--- src/rtl/rom_load_pkg.sv ---
// Shared types and constants for the ioctl download sequencer.
package rom_load_pkg;

   typedef enum logic [1:0] {
      ST_HOLD,
      ST_LOAD,
      ST_DRAIN,
      ST_RUN
   } state_t;

   localparam logic [7:0] IDX_ROM   = 8'd0;
   localparam logic [7:0] IDX_MOD   = 8'd1;
   localparam logic [7:0] IDX_DIP   = 8'd254;
   localparam logic [7:0] DIP_RESET = 8'hFF;

   localparam int GAP_W = 4;

endpackage

--- src/rtl/rom_load_ctrl_pacer.sv ---
// ROM write pacer: one-entry skid buffer, inter-write gap counter and overflow flag.
module rom_wr_pacer
   import rom_load_pkg::*;
#(
   parameter int WR_GAP = 3,
   parameter int ROM_AW = 16
)
(
   input  logic              clk_sys,
   input  logic              RESET_N,
   input  logic              i_accept,
   input  logic [ROM_AW-1:0] i_addr,
   input  logic [7:0]        i_data,
   input  logic              i_inLoad,
   output logic              o_dnWr,
   output logic [ROM_AW-1:0] o_dnAddr,
   output logic [7:0]        o_dnData,
   output logic              o_wait,
   output logic              o_overflow,
   output logic              o_idle
);

   localparam logic [GAP_W-1:0] GAP_LOAD = GAP_W'(WR_GAP);

   logic [GAP_W-1:0]  r_gap;
   logic              r_bufFull;
   logic [ROM_AW-1:0] r_bufAddr;
   logic [7:0]        r_bufData;
   logic              r_dnWr;
   logic [ROM_AW-1:0] r_dnAddr;
   logic [7:0]        r_dnData;
   logic              r_overflow;

   logic w_gapActive;
   logic w_issueBuf;
   logic w_issueDirect;
   logic w_toBuf;
   logic w_drop;

   // A buffered byte always goes out before any newly arriving one.
   assign w_gapActive   = (r_gap != '0);
   assign w_issueBuf    = r_bufFull && !w_gapActive;
   assign w_issueDirect = i_accept && !r_bufFull && !w_gapActive;
   assign w_toBuf       = i_accept && !r_bufFull && w_gapActive;
   assign w_drop        = i_accept && r_bufFull;

   always_ff @(posedge clk_sys) begin
      if (!RESET_N) begin
         r_gap      <= '0;
         r_bufFull  <= 1'b0;
         r_bufAddr  <= '0;
         r_bufData  <= '0;
         r_dnWr     <= 1'b0;
         r_dnAddr   <= '0;
         r_dnData   <= '0;
         r_overflow <= 1'b0;
      end else begin
         r_dnWr <= w_issueBuf || w_issueDirect;
         if (w_issueBuf) begin
            r_dnAddr <= r_bufAddr;
            r_dnData <= r_bufData;
         end else if (w_issueDirect) begin
            r_dnAddr <= i_addr;
            r_dnData <= i_data;
         end
         if (w_issueBuf || w_issueDirect) begin
            r_gap <= GAP_LOAD;
         end else if (w_gapActive) begin
            r_gap <= r_gap - GAP_W'(1);
         end
         if (w_toBuf) begin
            r_bufFull <= 1'b1;
            r_bufAddr <= i_addr;
            r_bufData <= i_data;
         end else if (w_issueBuf) begin
            r_bufFull <= 1'b0;
         end
         if (w_drop) begin
            r_overflow <= 1'b1;
         end
      end
   end

   assign o_dnWr     = r_dnWr;
   assign o_dnAddr   = r_dnAddr;
   assign o_dnData   = r_dnData;
   assign o_wait     = r_bufFull || (w_gapActive && i_inLoad);
   assign o_overflow = r_overflow;
   assign o_idle     = !r_bufFull && !w_gapActive;

endmodule

--- src/rtl/rom_load_ctrl.sv ---
// Download sequencer: routes ioctl bytes by index and owns the core reset.
// Optional ROM_LOAD_CHECKSUM_EN adds the rom_sum output.
module rom_load_ctrl
   import rom_load_pkg::*;
#(
   parameter int WR_GAP      = 3,
   parameter int HOLD_CYCLES = 1024,
   parameter int ROM_AW      = 16
)
(
   input  logic              clk_sys,
   input  logic              RESET_N,
   input  logic              rst_req,
   input  logic              ioctl_download,
   input  logic              ioctl_wr,
   input  logic [24:0]       ioctl_addr,
   input  logic [7:0]        ioctl_dout,
   input  logic [7:0]        ioctl_index,
   output logic              ioctl_wait,
   output logic [ROM_AW-1:0] dn_addr,
   output logic [7:0]        dn_data,
   output logic              dn_wr,
   output logic [7:0]        mod_id,
   output logic              mod_valid,
   output logic [63:0]       dip_bank,
   output logic              core_reset,
`ifdef ROM_LOAD_CHECKSUM_EN
   output logic [15:0]       rom_sum,
`endif
   output logic              wr_overflow
);

   localparam int CNT_W = (HOLD_CYCLES > 1) ? $clog2(HOLD_CYCLES) : 1;
   localparam logic [CNT_W-1:0] CNT_LOAD = CNT_W'(HOLD_CYCLES - 1);

   state_t           r_state;
   state_t           w_nextState;
   logic [CNT_W-1:0] r_holdCnt;
   logic             w_reload;
   logic             w_pacerIdle;
   logic             w_romAccept;
   logic             w_modAccept;
   logic             w_dipAccept;
   logic [7:0]       r_modId;
   logic             r_modValid;
   logic [63:0]      r_dipBank;

   assign w_romAccept = ioctl_wr && (ioctl_index == IDX_ROM) && ((ioctl_addr >> ROM_AW) == 25'd0);
   assign w_modAccept = ioctl_wr && (ioctl_index == IDX_MOD) && (ioctl_addr == 25'd0);
   assign w_dipAccept = ioctl_wr && (ioctl_index == IDX_DIP) && (ioctl_addr[24:3] == 22'd0);

   // A download overrides everything, including a pending reset request.
   always_comb begin
      w_nextState = r_state;
      w_reload    = 1'b0;
      if (ioctl_download) begin
         w_nextState = ST_LOAD;
         w_reload    = 1'b1;
      end else begin
         case (r_state)
            ST_LOAD: w_nextState = ST_DRAIN;
            ST_DRAIN: begin
               if (w_pacerIdle) begin
                  w_nextState = ST_HOLD;
                  w_reload    = 1'b1;
               end
            end
            ST_HOLD: begin
               if (rst_req) begin
                  w_reload = 1'b1;
               end else if (r_holdCnt == '0) begin
                  w_nextState = ST_RUN;
               end
            end
            ST_RUN: begin
               if (rst_req) begin
                  w_nextState = ST_HOLD;
                  w_reload    = 1'b1;
               end
            end
            default: begin
               w_nextState = ST_HOLD;
               w_reload    = 1'b1;
            end
         endcase
      end
   end

   always_ff @(posedge clk_sys) begin
      if (!RESET_N) begin
         r_state   <= ST_HOLD;
         r_holdCnt <= CNT_LOAD;
      end else begin
         r_state <= w_nextState;
         if (w_reload) begin
            r_holdCnt <= CNT_LOAD;
         end else if ((r_state == ST_HOLD) && (r_holdCnt != '0)) begin
            r_holdCnt <= r_holdCnt - CNT_W'(1);
         end
      end
   end

   always_ff @(posedge clk_sys) begin
      if (!RESET_N) begin
         r_modId    <= '0;
         r_modValid <= 1'b0;
         r_dipBank  <= {8{DIP_RESET}};
      end else begin
         if (w_modAccept) begin
            r_modId    <= ioctl_dout;
            r_modValid <= 1'b1;
         end
         if (w_dipAccept) begin
            r_dipBank[{ioctl_addr[2:0], 3'b000} +: 8] <= ioctl_dout;
         end
      end
   end

   rom_wr_pacer #(
      .WR_GAP (WR_GAP),
      .ROM_AW (ROM_AW)
   ) u_pacer (
      .clk_sys    (clk_sys),
      .RESET_N    (RESET_N),
      .i_accept   (w_romAccept),
      .i_addr     (ioctl_addr[ROM_AW-1:0]),
      .i_data     (ioctl_dout),
      .i_inLoad   (r_state == ST_LOAD),
      .o_dnWr     (dn_wr),
      .o_dnAddr   (dn_addr),
      .o_dnData   (dn_data),
      .o_wait     (ioctl_wait),
      .o_overflow (wr_overflow),
      .o_idle     (w_pacerIdle)
   );

`ifdef ROM_LOAD_CHECKSUM_EN
   logic [15:0] r_romSum;

   // Only bytes issued while a download is being handled are summed.
   always_ff @(posedge clk_sys) begin
      if (!RESET_N) begin
         r_romSum <= '0;
      end else if ((w_nextState == ST_LOAD) && (r_state != ST_LOAD)) begin
         r_romSum <= '0;
      end else if (dn_wr && ((r_state == ST_LOAD) || (r_state == ST_DRAIN))) begin
         r_romSum <= r_romSum + {8'd0, dn_data};
      end
   end

   assign rom_sum = r_romSum;
`endif

   assign mod_id     = r_modId;
   assign mod_valid  = r_modValid;
   assign dip_bank   = r_dipBank;
   assign core_reset = (r_state != ST_RUN);

endmodule

--- config.mk ---
export PLATFORM = sky130hd
export DESIGN_NAME = rom_load_ctrl
export DESIGN_NICKNAME = d
export VERILOG_FILES = /design/src/rtl/rom_load_pkg.sv /design/src/rtl/rom_load_ctrl_pacer.sv /design/src/rtl/rom_load_ctrl.sv
export SDC_FILE = /design/constraint.sdc
export NUM_CORES = 1
export LEC_CHECK = 0
export CAP_MARGIN = 20
export CELL_PAD_IN_SITES_DETAIL_PLACEMENT = 1
export CELL_PAD_IN_SITES_GLOBAL_PLACEMENT = 2
export CORE_MARGIN = 2
export CORE_UTILIZATION = 31
export CTS_BUF_LIST = sky130_fd_sc_hd__clkbuf_8
export DETAILED_ROUTE_END_ITERATION = 10
export PLACE_DENSITY = 0.87
export SLEW_MARGIN = 15
export SYNTH_ARGS = -nofsm -noshare
export SYNTH_HDL_FRONTEND = slang
export SYNTH_SLANG_ARGS = --single-unit
--- constraint.sdc ---
create_clock -name clk_sys -period 2.4 [get_ports clk_sys]
set_input_delay 0.24 -clock clk_sys [delete_from_list [all_inputs] [get_ports clk_sys]]
set_output_delay 0.24 -clock clk_sys [all_outputs]
set_load 0.02 [all_outputs]
-- Yosys cells after proc, flatten, opt, wreduce, memory -nomap -nowiden
Cells that the tools add are included.
- equal/unequal tests: 14
- bitwise operators: 1
- reduce and logical (&&, ||, !) cells: 35
- multiplexer cells: 19
- add/subtract/negate cells: 3
- shift-type cells: 2
- operators by type and width (operator ; number):
    $bwmux W64 ; 1
    $shift A8 B8 Y64 const A ; 1
    $shiftx A8 B8 Y64 ; 1
    $logic_not A25 Y1 ; 2
    $mux W16 ; 2
    $logic_not A22 Y1 ; 1
    $mux W8 ; 2
    $logic_and A1 B1 Y1 ; 14
    $mux W2 ; 6
    $logic_not A10 Y1 ; 1
    $reduce_bool A10 Y1 ; 1
    $sub A10 B1 Y10 const B ; 1
    $ne A3 B3 Y1 const B ; 3
    $eq A8 B1 Y1 const B ; 1
    $eq A8 B8 Y1 const B ; 1
    $logic_not A8 Y1 ; 1
    $ne A2 B2 Y1 const B ; 4
    $neg A6 Y8 ; 1
    $pmux W2 S4 ; 1
    $reduce_and A4 Y1 ; 2
    $reduce_or A2 Y1 ; 4
    $mux W1 ; 6
    $reduce_bool A2 Y1 ; 3
    $eq A2 B2 Y1 const B ; 2
    10 further kinds ; 12
- bits of input ports: 46
- output and inout bits: 101
- register bits: 140
- word-level logic and storage cells: 89

-- Depth between registers and ports, before layout
Gate-level depths: netlist (run 1).
- depth in word-level cells: 7
- depth in mapped cells: 9
- gate-level depth less buffers: 7

-- By module
Synthesis (run 1) repeated with hierarchy kept, for this count alone.
- cell total of the unflattened synthesis: 650
- area total of the unflattened synthesis: 6399.9 µm²
- modules (own cells, without submodules) (module ; cells each ; area an instance (µm²) ; sequential area each (µm²) ; times used):
    rom_load_ctrl ; 377 ; 3819.9 ; 1701.6 ; 1
    rom_wr_pacer ; 273 ; 2580.0 ; 1101.1 ; 1

-- Worst setup path after synthesis (run 1)
No wires, ideal clock.
- kind: input-to-reg
- start: input port ioctl_addr[0]
- end: register r_dipBank[6], in the netlist dip_bank[6]
- setup slack: 0.203 ns
- path buffers: 2
- required time: 2.250 ns
- library setup time: 0.150 ns
- cell stages on the path: 9
- arrival: 2.046 ns
- path through: clkbuf_1 > inv_1 > ha_1 > ha_1 > nor4_1 > nand3_1 > clkbuf_1 > o41ai_1 > o311ai_0
- longest elaborated chain between the ends: 3
- elaborated cells between the ends (all ways): 4
- those cells by class: add/sub: 1; shift: 2; mux: 1
- RTL lines (what ; line ; RTL):
    from (decl) ; rom_load_ctrl.sv:16 ; input logic [24:0] ioctl_addr,
    $neg A6 Y8 (*) ; rom_load_ctrl.sv:114 ; r_dipBank[{ioctl_addr[2:0], 3'b000} +: 8] <= ioctl_dout;
    $shiftx A8 B8 Y64 or $shift A8 B8 Y64 (tied branches) ; rom_load_ctrl.sv:114 ;
    $bwmux W64 (*) ; rom_load_ctrl.sv:114 ;
    to (signal assigned) ; rom_load_ctrl.sv:107 ; r_dipBank <= {8{DIP_RESET}};
    to (signal, indexed assignment) ; rom_load_ctrl.sv:114 ;
    to (decl) ; rom_load_ctrl.sv:46 ; logic [63:0] r_dipBank;
Mark *: on every way between the ends. The rest lies on a longest branch, timed or not.
A chain may end at the register's enable or synchronous reset.

-- Worst setup path in the final report (run 1)
- start: register u_pacer.r_gap[0]
- end: output port ioctl_wait
- longest elaborated chain between the ends: 3
- RTL lines (what ; line ; RTL):
    from (decl) ; rom_load_ctrl_pacer.sv:25 ; logic [GAP_W-1:0] r_gap;
    from (signal assigned) ; rom_load_ctrl_pacer.sv:69 ; r_gap <= r_gap - GAP_W'(1);
    $reduce_bool A4 Y1 ; rom_load_ctrl_pacer.sv:41 ; assign w_gapActive = (r_gap != '0);
    $logic_and A1 B1 Y1 ; rom_load_ctrl_pacer.sv:87 ; assign o_wait = r_bufFull || (w_gapActive && i_inLoad);
    $logic_or A1 B1 Y1 ; rom_load_ctrl_pacer.sv:87 ;
    to (decl) ; rom_load_ctrl.sv:19 ; output logic ioctl_wait,
No other way between the ends.

==> results.json, run 1 <==
{
  "drt_iter0_drc": 230,
  "hold_violations": 0,
  "slew_violations": 0,
  "r2r_cells": 7,
  "syn-num-nets": 714,
  "hold_path_depth": 4,
  "io_pins": 147,
  "cts_tree": "yes",
  "max_freq_ghz": 0.4423,
  "tightest_slew_ns": 0.8946,
  "vias": 5564,
  "power.density_nw_per_um2": 598.4,
  "grt_pass1_vias": 5859,
  "seqCellArea_sq_um": 2803,
  "yosysSeqAreaShare": 0.4564,
  "area_growth_pct": 37.41,
  "grt_usage": 0.1887,
  "n_antenna_cell": 0,
  "die_area_sq_um": 20950,
  "clock_latency_ns": 0.45,
  "cp-end-kind": "output port",
  "slowest_delay_ns": 0.41,
  "crit_buf_inv": 2,
  "vdd_ir_drop_max_v": 0.0003885,
  "status": "completed",
  "drt-wirelength-per-cell_um": 18.19,
  "multi_input_area_sq_um": 3038,
  "die_x_um": 144.7,
  "fillers": 2212,
  "slowest_stage": "or3b_4",
  "netlist_area_sq_um": 6141,
  "worstPathArrival_ns": 2.02,
  "postRouteAntennaNets": 0,
  "crit_chain": "inv_1 -> ha_2 -> or3b_4 -> a21o_1 -> dlygate4sd2_1",
  "gp_congestion": 0.8674,
  "clockRootBuffer": "clkbuf_8",
  "cp_data_required_time_ns": 2.16,
  "placed_cell_area_sq_um": 8073,
  "cts_sinks": 140,
  "htree_levels": 4,
  "synth_area_per_cell_sq_um": 9.347,
  "maxCapViolations": 0,
  "utilization": 0.4336,
  "crit_type": "register to output port",
  "grt_max_degree": 110,
  "period_minus_slack_ns": 2.261,
  "crit_family": "buffers and inverters",
  "final_area_sq_um": 8438,
  "cts_hold_buf": 0,
  "skew_ns": 0.009280,
  "numCtsBuffers": 17,
  "synthCells": 657,
  "ys_seq_elements": 140,
  "drt_first_pass_iters": 5,
  "r2r_slack_ns": 0.20,
  "finalCritPeriodShare": 0.9420,
  "cts_buffer_depth": 2,
  "yosysWarnings": 0,
  "rsz0062_at_grt": "no",
  "drive_gt1_frac": 0.1276,
  "die_h_um": 144.7,
  "viasPerCell": 5.114,
  "rows": 51,
  "initial_core_util": 0.3155,
  "synthDistinctLibCells": 50,
  "slew_headroom": 0.3986,
  "antenna_found_initial": 0,
  "leakagePower_nw": 3.587,
  "clk_pin_slew_ns": 0.08,
  "setup_viol": 0,
  "drc": 0,
  "grt_pass1_wl_um": 30780,
  "startpoint_type": "register",
  "min_path_type": "input pin to register",
  "hpwl_um": 14280,
  "core_sq_um": 19460,
  "tns_ns": 0,
  "wirelength_um": 19790,
  "io_buffers": 146,
  "worst-path-stages": 5,
  "overflow": 0,
  "final_nets": 867,
  "path_max_fanout": 4
}
[layer usage]
layer / part of all wire / global-route usage
met1: 0.44 / 0.2312
met2: 0.49 / 0.3208
met3: 0.060 / 0.05857
met4: 0.012 / 0.05059
met5: 0 / 0
[stage by stage]
step / setup WS [ns] / hold WS [ns] / power [W] / std cells
3_5_place_dp: -0.1471 / 0.4563 / 0.003303 / 1056
3_3_place_gp: -0.01978 / 0.4436 / 0.003268 / 1056
2_1_floorplan: 0.2035 / 0.3183 / 0.002957 / 657
4_1_cts: 0.04774 / 0.1548 / 0.005097 / 1088
5_1_grt: 0.01811 / 0.1790 / 0.005309 / 1088
6_report: 0.1392 / 0.1806 / 0.005049 / 1088
[power by group]
part / internal (W) / switching [W] / total [W]
sequential: 0.00236 / 0.0000365 / 0.00239
combinational: 0.000351 / 0.000522 / 0.000873
clock: 0.000745 / 0.00104 / 0.00178
total: 0.00345 / 0.00160 / 0.00505
[worst min-delay path: stages]
cell and delay [ns]:
buf_4 0.13, inv_2 0.06, nor4_2 0.10, nand2_1 0.07
[cells in the mapped netlist (all sizes together)]
master | n | area, sq um
a2111oi | 1 | 8.760
a21o | 1 | 7.510
a21oi | 13 | 65.06
a221o | 1 | 10.01
a311o | 1 | 10.01
a31oi | 4 | 25.02
and3 | 1 | 6.260
and4 | 4 | 35.03
buf | 9 | 55.05
clkbuf | 34 | 127.6
dfxtp | 140 | 2803
ha | 11 | 137.6
inv | 37 | 138.9
mux2i | 86 | 860.8
nand2 | 105 | 394.1
nand2b | 5 | 31.28
nand3 | 8 | 40.04
nand4 | 12 | 100.1
nor2 | 61 | 229.0
nor2b | 1 | 6.260
nor3 | 12 | 65.06
nor3b | 3 | 27.52
nor4 | 10 | 68.81
o211ai | 13 | 97.59
o21a | 1 | 7.510
o21ai | 2 | 21.27
o21bai | 1 | 7.510
o221a | 24 | 270.3
o221ai | 16 | 140.1
o311ai | 9 | 78.83
o31ai | 3 | 22.52
o41ai | 9 | 78.83
or2 | 1 | 6.260
or3 | 2 | 12.51
or3b | 1 | 8.760
or4 | 5 | 41.29
or4b | 3 | 33.78
xnor2 | 4 | 35.03
xor2 | 3 | 26.28
[cell families after synthesis]
logic type | Yosys count | share of synthesized area
simple gates | 234 | 0.1801
flops | 140 | 0.4564
compound gates | 99 | 0.1385
mux | 86 | 0.1402
buf+inv | 80 | 0.05236
fa+ha+maj | 11 | 0.02241
xor+xnor | 7 | 0.009984
[sequential cells by signal, indices dropped and copies added, names as in the netlist]
register            cells
dip_bank               64
mod_id                  8
mod_valid               1
r_holdCnt              10
r_state                 2
u_pacer.o_dnAddr       16
u_pacer.o_dnData        8
u_pacer.o_dnWr          1
u_pacer.o_overflow      1
u_pacer.r_bufAddr      16
u_pacer.r_bufData       8
u_pacer.r_bufFull       1
u_pacer.r_gap           4
[cell type report]
class | count | share of cell area
timing repair buffer | 177 | 0.2092
clock inverter | 15 | 0.01512
inverter | 37 | 0.01646
tap | 265 | 0.03929
clock buffer | 17 | 0.02773
sequential | 140 | 0.3321
multi-input combinational | 437 | 0.3600
[worst paths after layout]
kind,start,end
hold / removal,RESET_N,r_holdCnt[5]$_SDFFE_PP1P_
setup / recovery,u_pacer.r_gap[0]$_SDFFE_PN0P_,ioctl_wait
setup reg to reg,u_pacer.r_gap[0]$_SDFFE_PN0P_,u_pacer.o_dnData[5]$_SDFFE_PN0P_
hold reg to reg,u_pacer.r_bufAddr[13]$_SDFFE_PN0P_,u_pacer.r_bufAddr[13]$_SDFFE_PN0P_
[timing repair]
item                                    in CTS  in global routing
buffers inserted                             0                  0
pin swaps                                    0                  0
endpoints found under the setup margin       1                  1
resized for setup                            1                  2
[placed cells by master (no fill, tap or decap), types with 3 or more instances in the layout]
cell	netlist	final
xnor2_1	4	4
o221a_2	22	22
o221ai_1	16	16
o311ai_0	9	9
clkdlybuf4s50_1	0	144
buf_4	0	26
clkinvlp_4	0	5
clkbuf_8	0	17
inv_6	0	7
buf_12	0	6
nor2_1	61	61
nor3_1	11	11
ha_1	11	10
a31oi_1	4	4
o211ai_1	13	13
nor4_2	1	3
dfxtp_1	140	140
nor4_1	9	7
nand2_1	105	105
nand4_2	4	4
o31ai_1	3	3
nand4_1	8	8
and4_1	4	4
nand2b_1	5	5
inv_1	36	36
o41ai_1	9	9
nand3_1	8	8
mux2i_1	86	86
or4_1	4	4
xor2_1	3	3
a21oi_1	13	12
(Power assumes the default switching activity.)
==> inputs of run 2 (changes only) <==
- CAP_MARGIN: 20 -> not set
==> results of run 2 <==
The final DEF is identical to that of run 1; final timing and power are the same.
==> inputs of run 3 (changes only) <==
- clock period: 2.4 -> 2.3 ns (I/O delays scaled with it)
==> run 3 against run 2 <==
  * Clock skew is 0.0043 ns higher
  * Sequential share of layout area is 0.37 points lower
  * Power is 6.3% higher
  * Register-to-register slack worse by 0.06 ns
  * First-iteration DRC count is 27% lower
==> results.json, run 3 (same netlist as run 1, synthesis figures left out) <==
{
  "grt_pass1_wl_um": 31380,
  "max_freq_ghz": 0.4581,
  "layout_commonest_cell": "clkdlybuf4s50_1",
  "clk_pin_slew_ns": 0.09,
  "sw_frac_of_total": 0.3182,
  "final_area_sq_um": 8534,
  "drive_gt1_frac": 0.1373,
  "rows": 51,
  "vdd_ir_drop_max_v": 0.0003362,
  "cp-end-kind": "output port",
  "numCtsBuffers": 17,
  "utilization": 0.4385,
  "path_max_fanout": 4,
  "skew_ns": 0.01357,
  "finalCritPeriodShare": 0.9490,
  "final_nets": 874,
  "slowest_stage": "or3b_4",
  "area_growth_pct": 38.98,
  "clock_latency_ns": 0.46,
  "rsz0062_at_grt": "no",
  "postRouteAntennaNets": 0,
  "die_h_um": 144.7,
  "total_power_w": 0.005368,
  "vias": 5588,
  "cts_tree": "yes",
  "period_minus_slack_ns": 2.183,
  "die_x_um": 144.7,
  "worst-path-stages": 6,
  "slowest_delay_ns": 0.39,
  "hold_path_depth": 4,
  "p_comb_frac": 0.176,
  "crit_buf_inv": 3,
  "tightest_slew_ns": 0.9255,
  "fillers": 2187,
  "drt_first_pass_iters": 4,
  "viasPerCell": 5.103,
  "n_antenna_cell": 0,
  "final_cell_mix": "144 x clkdlybuf4s50_1, 140 x dfxtp_1, 105 x nand2_1",
  "core_sq_um": 19460,
  "grt_pass1_vias": 5888,
  "crit_type": "register to output port",
  "wirelength_um": 20370,
  "drt_iter0_drc": 169,
  "hold_ws_ns": 0.1683,
  "cts_setup_buffers": 0,
  "die_area_sq_um": 20950,
  "internal-power_w": 0.003660,
  "crit_family": "buffers and inverters",
  "antenna_found_initial": 0,
  "drc": 0,
  "netSwitchingPower_w": 0.001708,
  "htree_levels": 4,
  "io_buffers": 146,
  "multi_input_area_sq_um": 3038,
  "min_path_type": "input pin to register",
  "largest_reg_flops": 64,
  "grt_max_degree": 110,
  "initial_core_util": 0.3155,
  "maxCapViolations": 0,
  "cts_buffer_depth": 2,
  "clockRootBuffer": "clkbuf_8",
  "overflow": 0,
  "status": "completed",
  "drt-wirelength-per-cell_um": 18.61,
  "leakagePower_nw": 3.651,
  "slew_violations": 0,
  "io_pins": 147,
  "tns_ns": 0,
  "power_frac_clock": 0.358,
  "startpoint_type": "register",
  "slew_headroom": 0.3779,
  "setup_viol": 0,
  "r2r_cells": 7,
  "power.density_nw_per_um2": 629.0,
  "cp_data_required_time_ns": 2.07,
  "crit_chain": "inv_2 -> ha_2 -> or3b_4 -> buf_4 -> a21o_1 -> buf_2",
  "cts_sinks": 140,
  "grt_usage": 0.1952,
  "placed_cell_area_sq_um": 8163,
  "hold_violations": 0,
  "worstPathArrival_ns": 1.95,
  "gp_congestion": 0.8650,
  "hpwl_um": 14620,
  "seqCellArea_sq_um": 2803,
  "seqPwrFrac": 0.466
}
[run 3: through the flow]
step	cells	worst slack, ns
CTS	1095	0.07614
detailed placement	1063	-0.2452
floorplan	657	0.1135
finish	1095	0.1173
global placement	1063	-0.07323
global route	1095	0.006746
[run 3: layer usage]
layer  GRT usage  routed length, um  vias up
met4     0.06643                408        0
met3     0.05331               1122       32
met2      0.3339               9989      143
met5           0                  0        -
met1      0.2363               8852     2732
li1            -                  -     2681
[run 3: worst reg2reg max path, delay by kind of cell, from the launching register on]
| kind | cells | cell delay, ns |
|---|---|---|
| simple gates | 2 | 0.92 |
| compound gates | 2 | 0.38 |
| flops | 1 | 0.33 |
| buf+inv | 2 | 0.27 |
| fa+ha+maj | 1 | 0.20 |
[run 3: path summary, 6_finish.rpt]
check,start,endpoint,slack [ns]
min reg2reg,mod_id[2]$_SDFFE_PN0P_,mod_id[2]$_SDFFE_PN0P_,0.46
max reg2reg,u_pacer.r_gap[0]$_SDFFE_PN0P_,u_pacer.o_dnAddr[9]$_SDFFE_PN0P_,0.14
min,RESET_N,r_holdCnt[3]$_SDFFE_PP1P_,0.17
max,u_pacer.r_gap[0]$_SDFFE_PN0P_,ioctl_wait,0.12
[run 3: power by group through the flow]
| stage | logic [W] | registers [W] | clock network (W) |
|---|---|---|---|
| floorplan | 0.000542 | 0.00254 | 0 |
| global placement | 0.000882 | 0.00255 | 0 |
| detailed placement | 0.000922 | 0.00256 | 0 |
| CTS | 0.000951 | 0.00250 | 0.00199 |
| global route | 0.00103 | 0.00251 | 0.00209 |
| finish | 0.000944 | 0.00250 | 0.00192 |
[run 3: repair_timing]
item / in CTS / in global routing
setup endpoints to repair: 1 / 0
hold buffers: 0 / 0
endpoints found under the hold margin: 0 / 0
resized for setup: 7 / 0
[run 3: area by class of cell]
class                   instances  area share
multi-input cells             437      0.3560
flip-flops and latches        140      0.3284
repair buffers                184      0.2170
well taps                     265     0.03885
clock buffers                  18     0.02903
inverters                      37     0.01627
clock inverters                14     0.01451
